## config.mk

```make
export PLATFORM = sky130hd
export DESIGN_NAME = alu_uart_sequencer
export DESIGN_NICKNAME = d
export VERILOG_FILES = /design/src/rtl/alu_uart_sequencer_pkg.sv /design/src/rtl/alu_uart_sequencer_alu.sv /design/src/rtl/alu_uart_sequencer.sv
export SDC_FILE = /design/constraint.sdc
export NUM_CORES = 1
export LEC_CHECK = 0
export BUFFER_PORTS_ARGS = -buffer_cell sky130_fd_sc_hd__buf_2
export CAP_MARGIN = 20
export CORE_MARGIN = 3
export CORE_UTILIZATION = 55
export CTS_CLUSTER_DIAMETER = 150
export DETAILED_ROUTE_END_ITERATION = 10
export PLACE_DENSITY = 0.77
export SYNTH_ARGS = -nofsm -noshare
export SYNTH_HDL_FRONTEND = slang
export SYNTH_SLANG_ARGS = --single-unit
```

## constraint.sdc

```tcl
create_clock -name i_clk -period 3.1 [get_ports i_clk]
set_clock_uncertainty 0.05 [all_clocks]
set_input_delay 0.62 -clock i_clk [delete_from_list [all_inputs] [get_ports i_clk]]
set_output_delay 0.62 -clock i_clk [all_outputs]
set_load 0.05 [all_outputs]
```

## src/rtl/alu_uart_sequencer_pkg.sv

```systemverilog
// Shared definitions for the ALU/UART frame sequencer.
//   - N_BITS_DEFAULT : default operand/byte width
//   - state_e        : FSM state encoding (also driven onto o_state)
//   - OP_*           : opcode values, compared zero-extended against the opcode byte
package alu_uart_sequencer_pkg;

  localparam int unsigned N_BITS_DEFAULT = 8;

  typedef enum logic [2:0] {
    ST_WAIT_A  = 3'd0,
    ST_WAIT_B  = 3'd1,
    ST_WAIT_OP = 3'd2,
    ST_EXEC    = 3'd3,
    ST_SEND    = 3'd4,
    ST_WAIT_TX = 3'd5
  } state_e;

  localparam logic [7:0] OP_ADD = 8'h20;
  localparam logic [7:0] OP_SUB = 8'h22;
  localparam logic [7:0] OP_AND = 8'h24;
  localparam logic [7:0] OP_OR  = 8'h25;
  localparam logic [7:0] OP_XOR = 8'h26;
  localparam logic [7:0] OP_NOR = 8'h27;
  localparam logic [7:0] OP_SRL = 8'h02;
  localparam logic [7:0] OP_SRA = 8'h03;

endpackage

```

## src/rtl/alu_uart_sequencer_alu.sv

```systemverilog
// Combinational ALU used by the frame sequencer.
// Ports:
//   i_a, i_b   operands (i_b is the shift amount for SRL/SRA)
//   i_op       opcode byte
//   o_result   N_LEDS-wide result; 0 for an unknown opcode
//   o_op_err   1 when i_op is not a known opcode
module alu_uart_sequencer_alu
  import alu_uart_sequencer_pkg::*;
#(
  parameter int unsigned N_BITS = N_BITS_DEFAULT,
  parameter int unsigned N_LEDS = N_BITS
) (
  input  logic [N_BITS-1:0] i_a,
  input  logic [N_BITS-1:0] i_b,
  input  logic [N_BITS-1:0] i_op,
  output logic [N_LEDS-1:0] o_result,
  output logic              o_op_err
);

  // Opcode constants are 8 bits; compare at the wider of the two widths so the
  // opcode byte is zero-extended rather than truncated.
  localparam int unsigned OPW = (N_BITS > 8) ? N_BITS : 8;

  logic [OPW-1:0]    op_ext;
  logic [N_BITS-1:0] res;

  assign op_ext = OPW'(i_op);

  always_comb begin
    res      = '0;
    o_op_err = 1'b0;
    case (op_ext)
      OPW'(OP_ADD): res = i_a + i_b;
      OPW'(OP_SUB): res = i_a - i_b;
      OPW'(OP_AND): res = i_a & i_b;
      OPW'(OP_OR):  res = i_a | i_b;
      OPW'(OP_XOR): res = i_a ^ i_b;
      OPW'(OP_NOR): res = ~(i_a | i_b);
      OPW'(OP_SRL): res = i_a >> i_b;
      OPW'(OP_SRA): res = N_BITS'($signed(i_a) >>> i_b);
      default: begin
        res      = '0;
        o_op_err = 1'b1;
      end
    endcase
  end

  assign o_result = N_LEDS'(res);

endmodule

```

## src/rtl/alu_uart_sequencer.sv

```systemverilog
// Frame sequencer between uart_rx/uart_tx and the ALU.
// Collects operand A, operand B and opcode bytes, executes once, registers the
// result and hands it to the transmitter.
// Ports:
//   i_clk, i_reset            clock, synchronous active-high reset
//   i_rx_data, i_rx_valid     received byte stream (no backpressure)
//   o_tx_data, o_tx_start     result byte and one-cycle transmit request
//   i_tx_busy, i_tx_done      transmitter status
//   o_op_err                  last executed opcode was unknown
//   o_overrun                 sticky: byte arrived while not collecting
//   o_state                   FSM state encoding
//
// state      | meaning
// WAIT_A     | idle, waiting for operand A
// WAIT_B     | waiting for operand B (timeout armed)
// WAIT_OP    | waiting for opcode (timeout armed)
// EXEC       | one cycle: register ALU result and error flag
// SEND       | request transmit once transmitter is idle
// WAIT_TX    | waiting for transmitter completion
module alu_uart_sequencer
  import alu_uart_sequencer_pkg::*;
#(
  parameter int unsigned N_BITS         = N_BITS_DEFAULT,
  parameter int unsigned TIMEOUT_CYCLES = 1000
) (
  input  logic              i_clk,
  input  logic              i_reset,
  input  logic [N_BITS-1:0] i_rx_data,
  input  logic              i_rx_valid,
  output logic [N_BITS-1:0] o_tx_data,
  output logic              o_tx_start,
  input  logic              i_tx_busy,
  input  logic              i_tx_done,
  output logic              o_op_err,
  output logic              o_overrun,
  output logic [2:0]        o_state
);

  localparam int unsigned CNT_W = (TIMEOUT_CYCLES > 1) ? $clog2(TIMEOUT_CYCLES) : 1;
  localparam logic [CNT_W-1:0] CNT_LAST = CNT_W'(TIMEOUT_CYCLES - 1);

  state_e            state_q, state_d;
  logic [N_BITS-1:0] a_q, a_d;
  logic [N_BITS-1:0] b_q, b_d;
  logic [N_BITS-1:0] op_q, op_d;
  logic [N_BITS-1:0] tx_data_q, tx_data_d;
  logic              tx_start_q, tx_start_d;
  logic              op_err_q, op_err_d;
  logic              overrun_q, overrun_d;
  logic [CNT_W-1:0]  cnt_q, cnt_d;

  logic [N_BITS-1:0] alu_result;
  logic              alu_op_err;
  logic              timeout_hit;

  alu_uart_sequencer_alu #(
    .N_BITS (N_BITS),
    .N_LEDS (N_BITS)
  ) u_alu (
    .i_a      (a_q),
    .i_b      (b_q),
    .i_op     (op_q),
    .o_result (alu_result),
    .o_op_err (alu_op_err)
  );

  assign timeout_hit = (TIMEOUT_CYCLES != 0) && (cnt_q == CNT_LAST);

  always_comb begin
    state_d    = state_q;
    a_d        = a_q;
    b_d        = b_q;
    op_d       = op_q;
    tx_data_d  = tx_data_q;
    tx_start_d = 1'b0;
    op_err_d   = op_err_q;
    overrun_d  = overrun_q;
    cnt_d      = cnt_q;

    // Bytes arriving outside the collection states are dropped but flagged.
    if (i_rx_valid && (state_q inside {ST_EXEC, ST_SEND, ST_WAIT_TX})) begin
      overrun_d = 1'b1;
    end

    case (state_q)
      ST_WAIT_A: begin
        cnt_d = '0;
        if (i_rx_valid) begin
          a_d     = i_rx_data;
          state_d = ST_WAIT_B;
        end
      end
      ST_WAIT_B: begin
        if (i_rx_valid) begin
          b_d     = i_rx_data;
          cnt_d   = '0;
          state_d = ST_WAIT_OP;
        end else if (timeout_hit) begin
          cnt_d   = '0;
          state_d = ST_WAIT_A;
        end else begin
          cnt_d = cnt_q + CNT_W'(1);
        end
      end
      ST_WAIT_OP: begin
        if (i_rx_valid) begin
          op_d    = i_rx_data;
          cnt_d   = '0;
          state_d = ST_EXEC;
        end else if (timeout_hit) begin
          cnt_d   = '0;
          state_d = ST_WAIT_A;
        end else begin
          cnt_d = cnt_q + CNT_W'(1);
        end
      end
      ST_EXEC: begin
        tx_data_d = alu_result;
        op_err_d  = alu_op_err;
        state_d   = ST_SEND;
      end
      ST_SEND: begin
        if (!i_tx_busy) begin
          tx_start_d = 1'b1;
          state_d    = ST_WAIT_TX;
        end
      end
      ST_WAIT_TX: begin
        if (i_tx_done) begin
          state_d = ST_WAIT_A;
        end
      end
      default: state_d = ST_WAIT_A;
    endcase
  end

  always_ff @(posedge i_clk) begin
    if (i_reset) begin
      state_q    <= ST_WAIT_A;
      a_q        <= '0;
      b_q        <= '0;
      op_q       <= '0;
      tx_data_q  <= '0;
      tx_start_q <= 1'b0;
      op_err_q   <= 1'b0;
      overrun_q  <= 1'b0;
      cnt_q      <= '0;
    end else begin
      state_q    <= state_d;
      a_q        <= a_d;
      b_q        <= b_d;
      op_q       <= op_d;
      tx_data_q  <= tx_data_d;
      tx_start_q <= tx_start_d;
      op_err_q   <= op_err_d;
      overrun_q  <= overrun_d;
      cnt_q      <= cnt_d;
    end
  end

  assign o_tx_data  = tx_data_q;
  assign o_tx_start = tx_start_q;
  assign o_op_err   = op_err_q;
  assign o_overrun  = overrun_q;
  assign o_state    = state_q;

endmodule
```

==> flow_summary_export.csv, run 1 <==
group,metric,value,unit
drt,dr.pass1.iters,4,
final_layout,fin_cells,557,
logic_synthesis,ys_warn_count,0,
run,max-cap-violations,0,
setup_path,endpoint_kind,"flop",
logic_synthesis,synth_top_area_share,27.35,%
logic_synthesis,seq_area_frac_synth,27.35,%
final_layout,final_cell_area,0.003921,mm^2
timing,fin_tns_setup,0,ns
clock_tree,cts_inserted_buffers,5,
setup_path,worst-path-buf-inv,0,
clock_tree,cts_hold_buf,0,
logic_synthesis,synth_cell_types,60,
setup_path,start_kind,"flop",
timing,clock.fmax,331.6,MHz
status,status,"finished clean",
logic_synthesis,synth.largest_area_cell,"dfxtp_1",
grt,overflow,0,
logic_synthesis,syn_nets,490,
setup_path,max_stage_delay,0.38,ns
pwr,ir_worst_vdd,342.0,uV
drt,postRouteAntennaNets,0,
timing,slew_viol_final,0,
setup_path,cp.required,3.28,ns
die,dieArea,0.007383,mm^2
hold_path,min_path_type,"reg2reg",
timing,period_minus_slack,3.016,ns
die,die_x,85.93,um
pwr,finalPower,1454,uW
drt,wl_per_cell,18.19,um
timing,final_hold_viol_count,0,
pwr,power_density,370.9,mW/mm^2
pwr,p_comb_share,26.9,%
clock_tree,clk_latency,0.31,ns
setup_path,reg2regPathDepth,11,
grt,grt_pass1_wl,16550,um
pwr,p_switching,489.8,uW
hold_path,min_path_cells,2,
clock_tree,h-tree-depth,2,
pwr,switching_share,33.68,%
final_layout,final_nets,520,
die,rows,28,
die,initial_core_util,57.97,%
die,die_h,85.93,um
setup_path,worstPathArrival,3.20,ns
timing,finalSetupViolCount,0,
timing,tightest_slew,0.8176,ns
final_layout,mostFrequentLayoutCell,"nand2_1",
final_layout,layout-drive-gt1-share,15.56,%
grt,grt_pass1_vias,3203,
pwr,intPower,964.5,uW
clock_tree,clock-root-buffer,"clkbuf_8",
setup_path,crit_path_max_fanout,5,
die,core-area,0.006061,mm^2
clock_tree,tritoncts,"yes",
timing,rsz0062_at_grt,"true",
placed_design,hpwl,7487,um
timing,relSlewSlack,45.49,%
pwr,p_clk_share,27.3,%
drt,num_vias,3401,
logic_synthesis,avgSynthCellArea,7.790,um^2
die,ios,27,
pwr,p_seq_share,45.8,%
drt,drc_errors,0,
logic_synthesis,synth_edf_count,0,
final_layout,final_cell_mix,"nand2_1, dfxtp_1, a21oi_1",
grt,grtUsageTotal,28.29,%
logic_synthesis,synth_area,0.003513,mm^2
clock_tree,clk_pin_slew,0.10,ns
placed_design,dp.cells,544,
drt,wirelength,10130,um
clock_tree,cts_buffer_depth,2,
drt,via_per_inst,6.106,
drt,dr.first_iter.drc_count,228,
final_layout,areaGrowthSynthToFinish,11.61,%
final_layout,post-route-util,64.70,%
logic_synthesis,syn-instance-count,451,
logic_synthesis,ys_ff_latch,48,
grt,grt_max_degree,43,
final_layout,diodes,0,
placed_design,gp_congestion,0.9961,
setup_path,crit_type,"reg2reg",
setup_path,worst_path_max_delay_cell,"ha_1",
pwr,p_leak,0.001477,uW
placed_design,port_buffers,26,
grt,antenna_found_initial,0,
setup_path,cp_cell_sequence,"nor4_4 -> and3_4 -> a21oi_2 -> xnor2_1 -> ha_1 -> and2_4 -> a31o_2 -> or3_4 -> a22o_1 -> a211o_1 -> a31oi_1",
timing,fin_crit_sh,97.29,%
logic_synthesis,async_flop_share,0,%
clock_tree,clkSinkCount,48,
logic_synthesis,synth-main-ff-cell,"dfxtp_1",
setup_path,crit_cells,11,
logic_synthesis,synthTopCellsByArea,"dfxtp_1, ha_1, nand2_1",
placed_design,placed_cell_area,0.003765,mm^2
setup_path,critPathTopFamily,"simple AND/OR/NAND/NOR gates",
## worst register-to-register path, cell delays in order, from the launching register on
cell     delay [ns]
dfxtp_4        0.36
nor4_4         0.36
and3_4         0.26
a21oi_2        0.04
xnor2_1        0.13
ha_1           0.38
and2_4         0.17
a31o_2         0.21
or3_4          0.33
a22o_1         0.21
a211o_1        0.28
a31oi_1        0.17
## power groups by stage
stage	clock network [uW]	logic [uW]	registers (uW)
after floorplan	0	278	673
after global placement	0	366	679
after detailed placement	0	372	680
after CTS	403	374	666
after global routing	433	433	670
final	397	391	666
## stage by stage
step | hold WS (ns) | setup WS [ns]
6_report | 0.4220 | 0.08398
3_5_place_dp | 0.3981 | 0.01332
5_1_grt | 0.4477 | -0.05370
3_3_place_gp | 0.3872 | 0.08183
2_1_floorplan | 0.4136 | 0.04970
4_1_cts | 0.4214 | 0.05387
## state kept, by name, indices dropped and copies added (netlist names), 3 cells and up
signal / flops
o_state: 3
a_q: 8
cnt_q: 10
op_q: 8
o_tx_data: 8
b_q: 8
## cell usage after synthesis (all sizes together) (4+ instances only)
cell type,instances
nor2,44
nor2b,8
a22oi,5
nand2b,4
inv,19
a21o,4
mux2i,20
nor4,8
nand3,11
xor2,9
a211oi,4
buf,8
nor3,14
clkbuf,19
nand4,5
o21ai,15
a21oi,46
dfxtp,48
or4,4
or3,6
ha,25
xnor2,18
nand2,63
o221ai,4
## layout make-up
cell class,count,area (um^2)
Multi-Input combinational cell,356,2386
Clock inverter,3,22.52
Timing Repair Buffer,50,310.3
Inverter,20,75.07
Sequential cell,48,964.7
Tap cell,75,93.84
Fill cell,560,2140
Clock buffer,5,68.82
## logic make-up (layout without fill, tap and decap cells)
logic type | count (synthesis) | in the layout | share of synthesized area (%)
AND/OR/NAND/NOR | 175 | 175 | 24.54
AO/OA/AOI/OAI | 106 | 106 | 19.52
flip-flops | 48 | 48 | 27.35
buffers and inverters | 47 | 78 | 5.412
XOR/XNOR | 27 | 27 | 6.731
adder cells (fa/ha/maj) | 26 | 26 | 9.473
multiplexers | 22 | 22 | 6.980
## final timing paths
kind                              startpoint           end  slack [ns]
worst max-delay path                 op_q[6]  o_tx_data[7]        0.08
worst min-delay path            o_tx_data[0]  o_tx_data[0]        0.42
worst min register to register  o_tx_data[0]  o_tx_data[0]        0.42
worst max register to register       op_q[6]  o_tx_data[7]        0.08
## routing by layer
layer	routed length, um	share of wire (%)	vias to the layer above	track usage [%]
li1	-	-	1659	-
met1	4335	43	1604	37.35
met2	4899	48	111	45.55
met3	563	5.6	27	5.091
met4	333	3.3	0	11.22
met5	0	0	-	0
## repair_timing
item,in CTS,in global routing
pin swaps,0,8
endpoints found under the setup margin,1,1
buffers inserted,0,5
resized for setup,1,6
Note: power is estimated with default switching activity, not from simulation.
==> inputs of run 2 (changes only) <==
--- a/config.mk
+++ b/config.mk
@@ -8,10 +8,10 @@
 export BUFFER_PORTS_ARGS = -buffer_cell sky130_fd_sc_hd__buf_2
 export CAP_MARGIN = 20
 export CORE_MARGIN = 3
-export CORE_UTILIZATION = 55
+export CORE_UTILIZATION = 60
 export CTS_CLUSTER_DIAMETER = 150
 export DETAILED_ROUTE_END_ITERATION = 10
-export PLACE_DENSITY = 0.77
+export PLACE_DENSITY = 0.8
 export SYNTH_ARGS = -nofsm -noshare
 export SYNTH_HDL_FRONTEND = slang
 export SYNTH_SLANG_ARGS = --single-unit
==> constraint.sdc (replaced) <==
create_clock -name i_clk -period 3.87 [get_ports i_clk]
set_clock_uncertainty 0.05 [all_clocks]
set_input_delay 0.774 -clock i_clk [delete_from_list [all_inputs] [get_ports i_clk]]
set_output_delay 0.774 -clock i_clk [all_outputs]
set_load 0.05 [all_outputs]
==> run 2 against run 1 <==
  * Clock power shrank 21%
  * Largest cell class unchanged
  * Setup slack gained 0.52 ns
  * Highest routed layer unchanged
  * Sequential share of layout area up 0.89 points
==> flow_summary_export.csv, run 2 (synthesized netlist as in run 1, its figures left out) <==
group,metric,value,unit
setup_path,worst_path_max_delay_cell,"nor2_1",
final_layout,mostFrequentLayoutCell,"nand2_1",
final_layout,final_cell_mix,"nand2_1, dfxtp_1, a21oi_1",
clock_tree,clk_pin_slew,0.10,ns
setup_path,cp.required,4.06,ns
placed_design,gp_congestion,1.031,
setup_path,critPathTopFamily,"simple AND/OR/NAND/NOR gates",
timing,fin_tns_setup,0,ns
drt,wirelength,9766,um
placed_design,port_buffers,26,
drt,dr.pass1.iters,5,
clock_tree,clk_latency,0.30,ns
die,die_x,82.52,um
setup_path,endpoint_kind,"flop",
timing,slew_viol_final,0,
timing,finalSetupViolCount,0,
drt,dr.first_iter.drc_count,315,
setup_path,cp_cell_sequence,"nor2_1 -> a21oi_1 -> xnor2_1 -> ha_1 -> and2_1 -> a31o_2 -> or3_1 -> a22o_1 -> a211o_1 -> a31oi_1",
grt,antenna_found_initial,0,
drt,wl_met3,736,um
clock_tree,h-tree-depth,2,
timing,final_hold_viol_count,0,
clock_tree,cts_hold_buf,0,
clock_tree,cts_inserted_buffers,5,
die,initial_core_util,63.03,%
grt,grt_pass1_wl,15700,um
placed_design,hpwl,7227,um
final_layout,top_register,"cnt_q",
grt,overflow,0,
drt,num_vias,3434,
pwr,p_leak,0.001396,uW
clock_tree,cts_resized,0,
clock_tree,cts_setup_buffers,0,
die,dieArea,0.006810,mm^2
drt,highest_layer,"met4",
final_layout,areaGrowthSynthToFinish,7.301,%
pwr,ir_worst_vdd,262.3,uV
hold_path,min_path_type,"reg2reg",
timing,clock.fmax,306.2,MHz
setup_path,crit_path_max_fanout,12,
setup_path,max_stage_delay,0.54,ns
timing,fin_crit_sh,84.40,%
die,ios,27,
timing,tightest_slew,0.7518,ns
setup_path,start_kind,"flop",
grt,grtUsageTotal,30.32,%
clock_tree,tritoncts,"yes",
clock_tree,cts_buffer_depth,2,
run,max-cap-violations,0,
final_layout,final_nets,504,
drt,route.met2.wl,4451,um
timing,relSlewSlack,49.88,%
die,die_h,82.52,um
timing,period_minus_slack,3.266,ns
final_layout,layout-drive-gt1-share,11.59,%
grt,grt_max_degree,43,
clock_tree,clock-root-buffer,"clkbuf_8",
drt,drc_errors,0,
drt,via_per_inst,6.383,
final_layout,largest_register_ffs,10,
setup_path,worst-path-buf-inv,0,
pwr,power_density,303.3,mW/mm^2
timing,rsz0062_at_grt,"false",
drt,wl_met1,4083,um
clock_tree,clkSinkCount,48,
grt,grt_pass1_vias,3153,
setup_path,worstPathArrival,3.46,ns
die,core-area,0.005574,mm^2
timing,setup_ws,0.6037,ns
placed_design,place_ws,0.6540,ns
status,status,"finished clean",
drt,wl_per_cell,18.15,um
die,rows,27,
setup_path,crit_type,"reg2reg",
final_layout,diodes,0,
drt,postRouteAntennaNets,0,
[run 2: cell count changes in the layout (fill, tap and decap cells not counted), sizes merged]
| cell | before | now |
|---|---|---|
| buf | 50 | 33 |
| clkbuf | 5 | 6 |
[run 2: worst paths after layout]
path	start	end	slack, ns	cells past startpoint
max	b_q[3]	o_tx_data[7]	0.60	10
min	o_tx_data[0]	o_tx_data[0]	0.40	2
max reg2reg	b_q[3]	o_tx_data[7]	0.60	10
min reg2reg	o_tx_data[0]	o_tx_data[0]	0.40	2
[run 2: metal layers]
layer / vias to the layer above / track usage, %
met5: - / 0
met2: 167 / 49.44
met1: 1584 / 37.81
li1: 1634 / -
met3: 49 / 7.050
met4: 0 / 13.89
[run 2: power by group]
group          internal (uW)  switching (uW)
clock network            130             185
registers                506            32.2
logic                    120             170
[run 2: per-stage QoR]
| step | power (uW) | cell area [um^2] | cells | utilization (%) | hold slack (ns) |
|---|---|---|---|---|---|
| 2_1_floorplan | 761.4 | 3513 | 451 | - | 0.4136 |
| 3_3_place_gp | 824.8 | 3671 | 529 | 65.86 | 0.3883 |
| 3_5_place_dp | 831.6 | 3671 | 529 | 65.86 | 0.3910 |
| 4_1_cts | 1137 | 3762 | 537 | 67.50 | 0.4040 |
| 5_1_grt | 1192 | 3770 | 538 | 67.63 | 0.4510 |
| 6_report | 1143 | 3770 | 538 | 67.63 | 0.4047 |
[run 2: worst min-delay path, stage by stage (launching register included)]
cell	delay [ns]
dfxtp_1	0.32
nand2_1	0.05
a21oi_1	0.05
[run 2: area by class of cell]
| type | instances | area, um^2 |
|---|---|---|
| tap | 72 | 90.09 |
| clock buffer | 5 | 68.82 |
| clock inverter | 3 | 22.52 |
| inverter | 20 | 75.07 |
| fill | 497 | 1804 |
| multi-input combinational | 356 | 2362 |
| sequential | 48 | 960.9 |
| timing repair buffer | 34 | 190.2 |
==> inputs of run 3 (changes only) <==
--- a/config.mk
+++ b/config.mk
@@ -5,6 +5,7 @@
 export SDC_FILE = /design/constraint.sdc
 export NUM_CORES = 1
 export LEC_CHECK = 0
+export ABC_AREA = 1
 export BUFFER_PORTS_ARGS = -buffer_cell sky130_fd_sc_hd__buf_2
 export CAP_MARGIN = 20
 export CORE_MARGIN = 3
==> constraint.sdc (replaced) <==
create_clock -name i_clk -period 3.22 [get_ports i_clk]
set_clock_uncertainty 0.05 [all_clocks]
set_input_delay 0.644 -clock i_clk [delete_from_list [all_inputs] [get_ports i_clk]]
set_output_delay 0.644 -clock i_clk [all_outputs]
set_load 0.05 [all_outputs]
==> run 3 against run 2 <==
  * Clock-buffer cell count did not move
  * Combinational power grew to 6.0 times the previous value
  * Utilization increased by 1.9 points
  * Sequential share of layout area fell by 1.1 points
  * Clock power rose by 68%
  * Power rose to 2.7 times the previous value
  * Non-clock buffer count fell by 1
  * Critical path type unchanged
  * Critical endpoint is now o_tx_data[3]
==> flow_summary_export.csv, run 3 <==
group,metric,value,unit
status,status,"finished clean",
clock_tree,cts_inserted_buffers,5,
pwr,p_comb_share,56.1,%
logic_synthesis,synthTopCellsByArea,"dfxtp_1, nand2_1, ha_1",
drt,wl_per_cell,15.34,um
final_layout,top_register,"cnt_q",
logic_synthesis,synth_top_area_share,26.66,%
final_layout,diodes,0,
final_layout,final_cell_mix,"nand2_1, inv_1, nand3_1",
setup_path,cp_cell_sequence,"nor2_1 -> inv_1 -> nor2_1 -> nand3_1 -> inv_1 -> nor2_1 -> xor2_1 -> ha_1 -> nand2_1 -> nand3_1 -> o21ai_0 -> nand3_1 -> o21ai_0 -> a21oi_1",
logic_synthesis,synth.largest_area_cell,"dfxtp_1",
logic_synthesis,syn-instance-count,566,
setup_path,crit_path_max_fanout,7,
clock_tree,tritoncts,"yes",
clock_tree,h-tree-depth,2,
setup_path,crit_type,"reg2reg",
final_layout,layout-drive-gt1-share,12.33,%
setup_path,worst_path_max_delay_cell,"ha_1",
logic_synthesis,synth.most_common_cell,"nand2_1",
clock_tree,clkSinkCount,48,
die,rows,27,
drt,num_vias,3841,
pwr,ir_worst_vdd,577.1,uV
timing,clock.fmax,360.0,MHz
logic_synthesis,avgSynthCellArea,6.369,um^2
setup_path,start_kind,"flop",
logic_synthesis,ys_ff_latch,48,
setup_path,cp.required,3.36,ns
logic_synthesis,synth-main-ff-cell,"dfxtp_1",
die,dieArea,0.006974,mm^2
clock_tree,cts_resized,0,
setup_path,worst-path-buf-inv,2,
clock_tree,cts_buffer_depth,2,
logic_synthesis,synth_cell_types,38,
final_layout,mostFrequentLayoutCell,"nand2_1",
placed_design,gp_congestion,1.020,
clock_tree,cts_hold_buf,0,
pwr,switching_share,49.32,%
drt,drc_errors,0,
clock_tree,clk_pin_slew,0.10,ns
pwr,p_clk_share,17.1,%
pwr,p_leak,0.001887,uW
setup_path,worstPathArrival,2.92,ns
grt,antenna_found_initial,0,
timing,final_hold_viol_count,0,
logic_synthesis,yosys-top-cells-count,"nand2_1, inv_1, nand3_1, a21oi_1, dfxtp_1",
grt,grtUsageTotal,29.25,%
hold_path,min_path_type,"reg2reg",
clock_tree,cts_setup_buffers,0,
timing,period_minus_slack,2.778,ns
logic_synthesis,synth_area,0.003605,mm^2
drt,dr.first_iter.drc_count,454,
setup_path,endpoint_kind,"flop",
die,core-area,0.005675,mm^2
placed_design,hpwl,7947,um
run,max-cap-violations,0,
timing,timing.hold.ws,0.4158,ns
grt,grt_max_degree,29,
pwr,intPower,1569,uW
die,die_x,83.51,um
die,ios,27,
final_layout,final_nets,630,
final_layout,fin_cells,664,
pwr,power_density,785.2,mW/mm^2
setup_path,max_stage_delay,0.37,ns
final_layout,areaGrowthSynthToFinish,9.406,%
grt,grt_pass1_wl,16770,um
placed_design,port_buffers,26,
pwr,p_switching,1527,uW
die,initial_core_util,63.51,%
logic_synthesis,async_flop_share,0,%
grt,overflow,0,
final_layout,largest_register_ffs,10,
grt,grt_pass1_vias,3477,
pwr,p_seq_share,26.8,%
timing,rsz0062_at_grt,"false",
drt,wirelength,10190,um
clock_tree,clock-root-buffer,"clkbuf_8",
timing,fin_crit_sh,86.27,%
timing,tightest_slew,0.5903,ns
clock_tree,clk_latency,0.31,ns
timing,fin_tns_setup,0,ns
placed_design,place_ws,0.4824,ns
drt,postRouteAntennaNets,0,
drt,via_per_inst,5.785,
setup_path,critPathTopFamily,"simple AND/OR/NAND/NOR gates",
drt,dr.pass1.iters,6,
timing,relSlewSlack,60.43,%
logic_synthesis,ys_warn_count,0,
die,die_h,83.51,um
timing,setup_ws,0.4420,ns
logic_synthesis,synth_edf_count,0,
logic_synthesis,syn_nets,605,
timing,slew_viol_final,0,
placed_design,dp.cells,656,
timing,finalSetupViolCount,0,
logic_synthesis,seq_area_frac_synth,26.66,%
[run 3: worst paths after layout]
kind	to	cells after the start	slack (ns)	start
hold / removal	cnt_q[9]	2	0.42	cnt_q[9]
setup / recovery	o_tx_data[3]	14	0.44	op_q[2]
hold reg to reg	cnt_q[9]	2	0.42	cnt_q[9]
setup reg to reg	o_tx_data[3]	14	0.44	op_q[2]
[run 3: tightest hold or removal path: stages (launching register included)]
cell     delay (ns)
dfxtp_1        0.32
nand2_1        0.06
a21oi_1        0.05
[run 3: cell type report]
cell class	instances	area [um^2]
Clock inverter	3	68.82
Inverter	71	266.5
Multi-Input combinational cell	432	2306
Clock buffer	5	68.82
Sequential cell	48	960.9
Tap cell	72	90.09
Fill cell	535	1732
Timing Repair Buffer	33	182.7
[run 3: layer usage]
metal  GRT usage, %  wire [um]
met2          44.17       4369
met5              0          0
met3          7.404        928
met4          12.13        370
met1          39.74       4519
[run 3: through the flow]
stage / util, % / power (uW) / cell area [um^2]
floorplan: - / 2127 / 3605
global placement: 67.06 / 2485 / 3806
detailed placement: 67.06 / 2533 / 3806
CTS: 69.49 / 3061 / 3944
global route: 69.49 / 3375 / 3944
finish: 69.49 / 3097 / 3944
[run 3: kinds of logic (layout without fill, tap and decap cells)]
kind of cell | count (synthesis) | in the layout | share of synthesized area (%)
AO/OA/AOI/OAI | 108 | 108 | 15.62
XOR/XNOR | 8 | 8 | 1.944
adder cells (fa/ha/maj) | 26 | 26 | 9.233
buffers and inverters | 86 | 112 | 9.372
flip-flops | 48 | 48 | 26.66
multiplexers | 1 | 1 | 0.3124
AND/OR/NAND/NOR | 289 | 289 | 36.86
[run 3: power groups by stage]
stage	registers [uW]	clock network [uW]	logic, uW
after floorplan	839	0	1290
after global placement	830	0	1650
after detailed placement	837	0	1700
after CTS	823	531	1710
after global routing	842	560	1970
final	831	529	1740
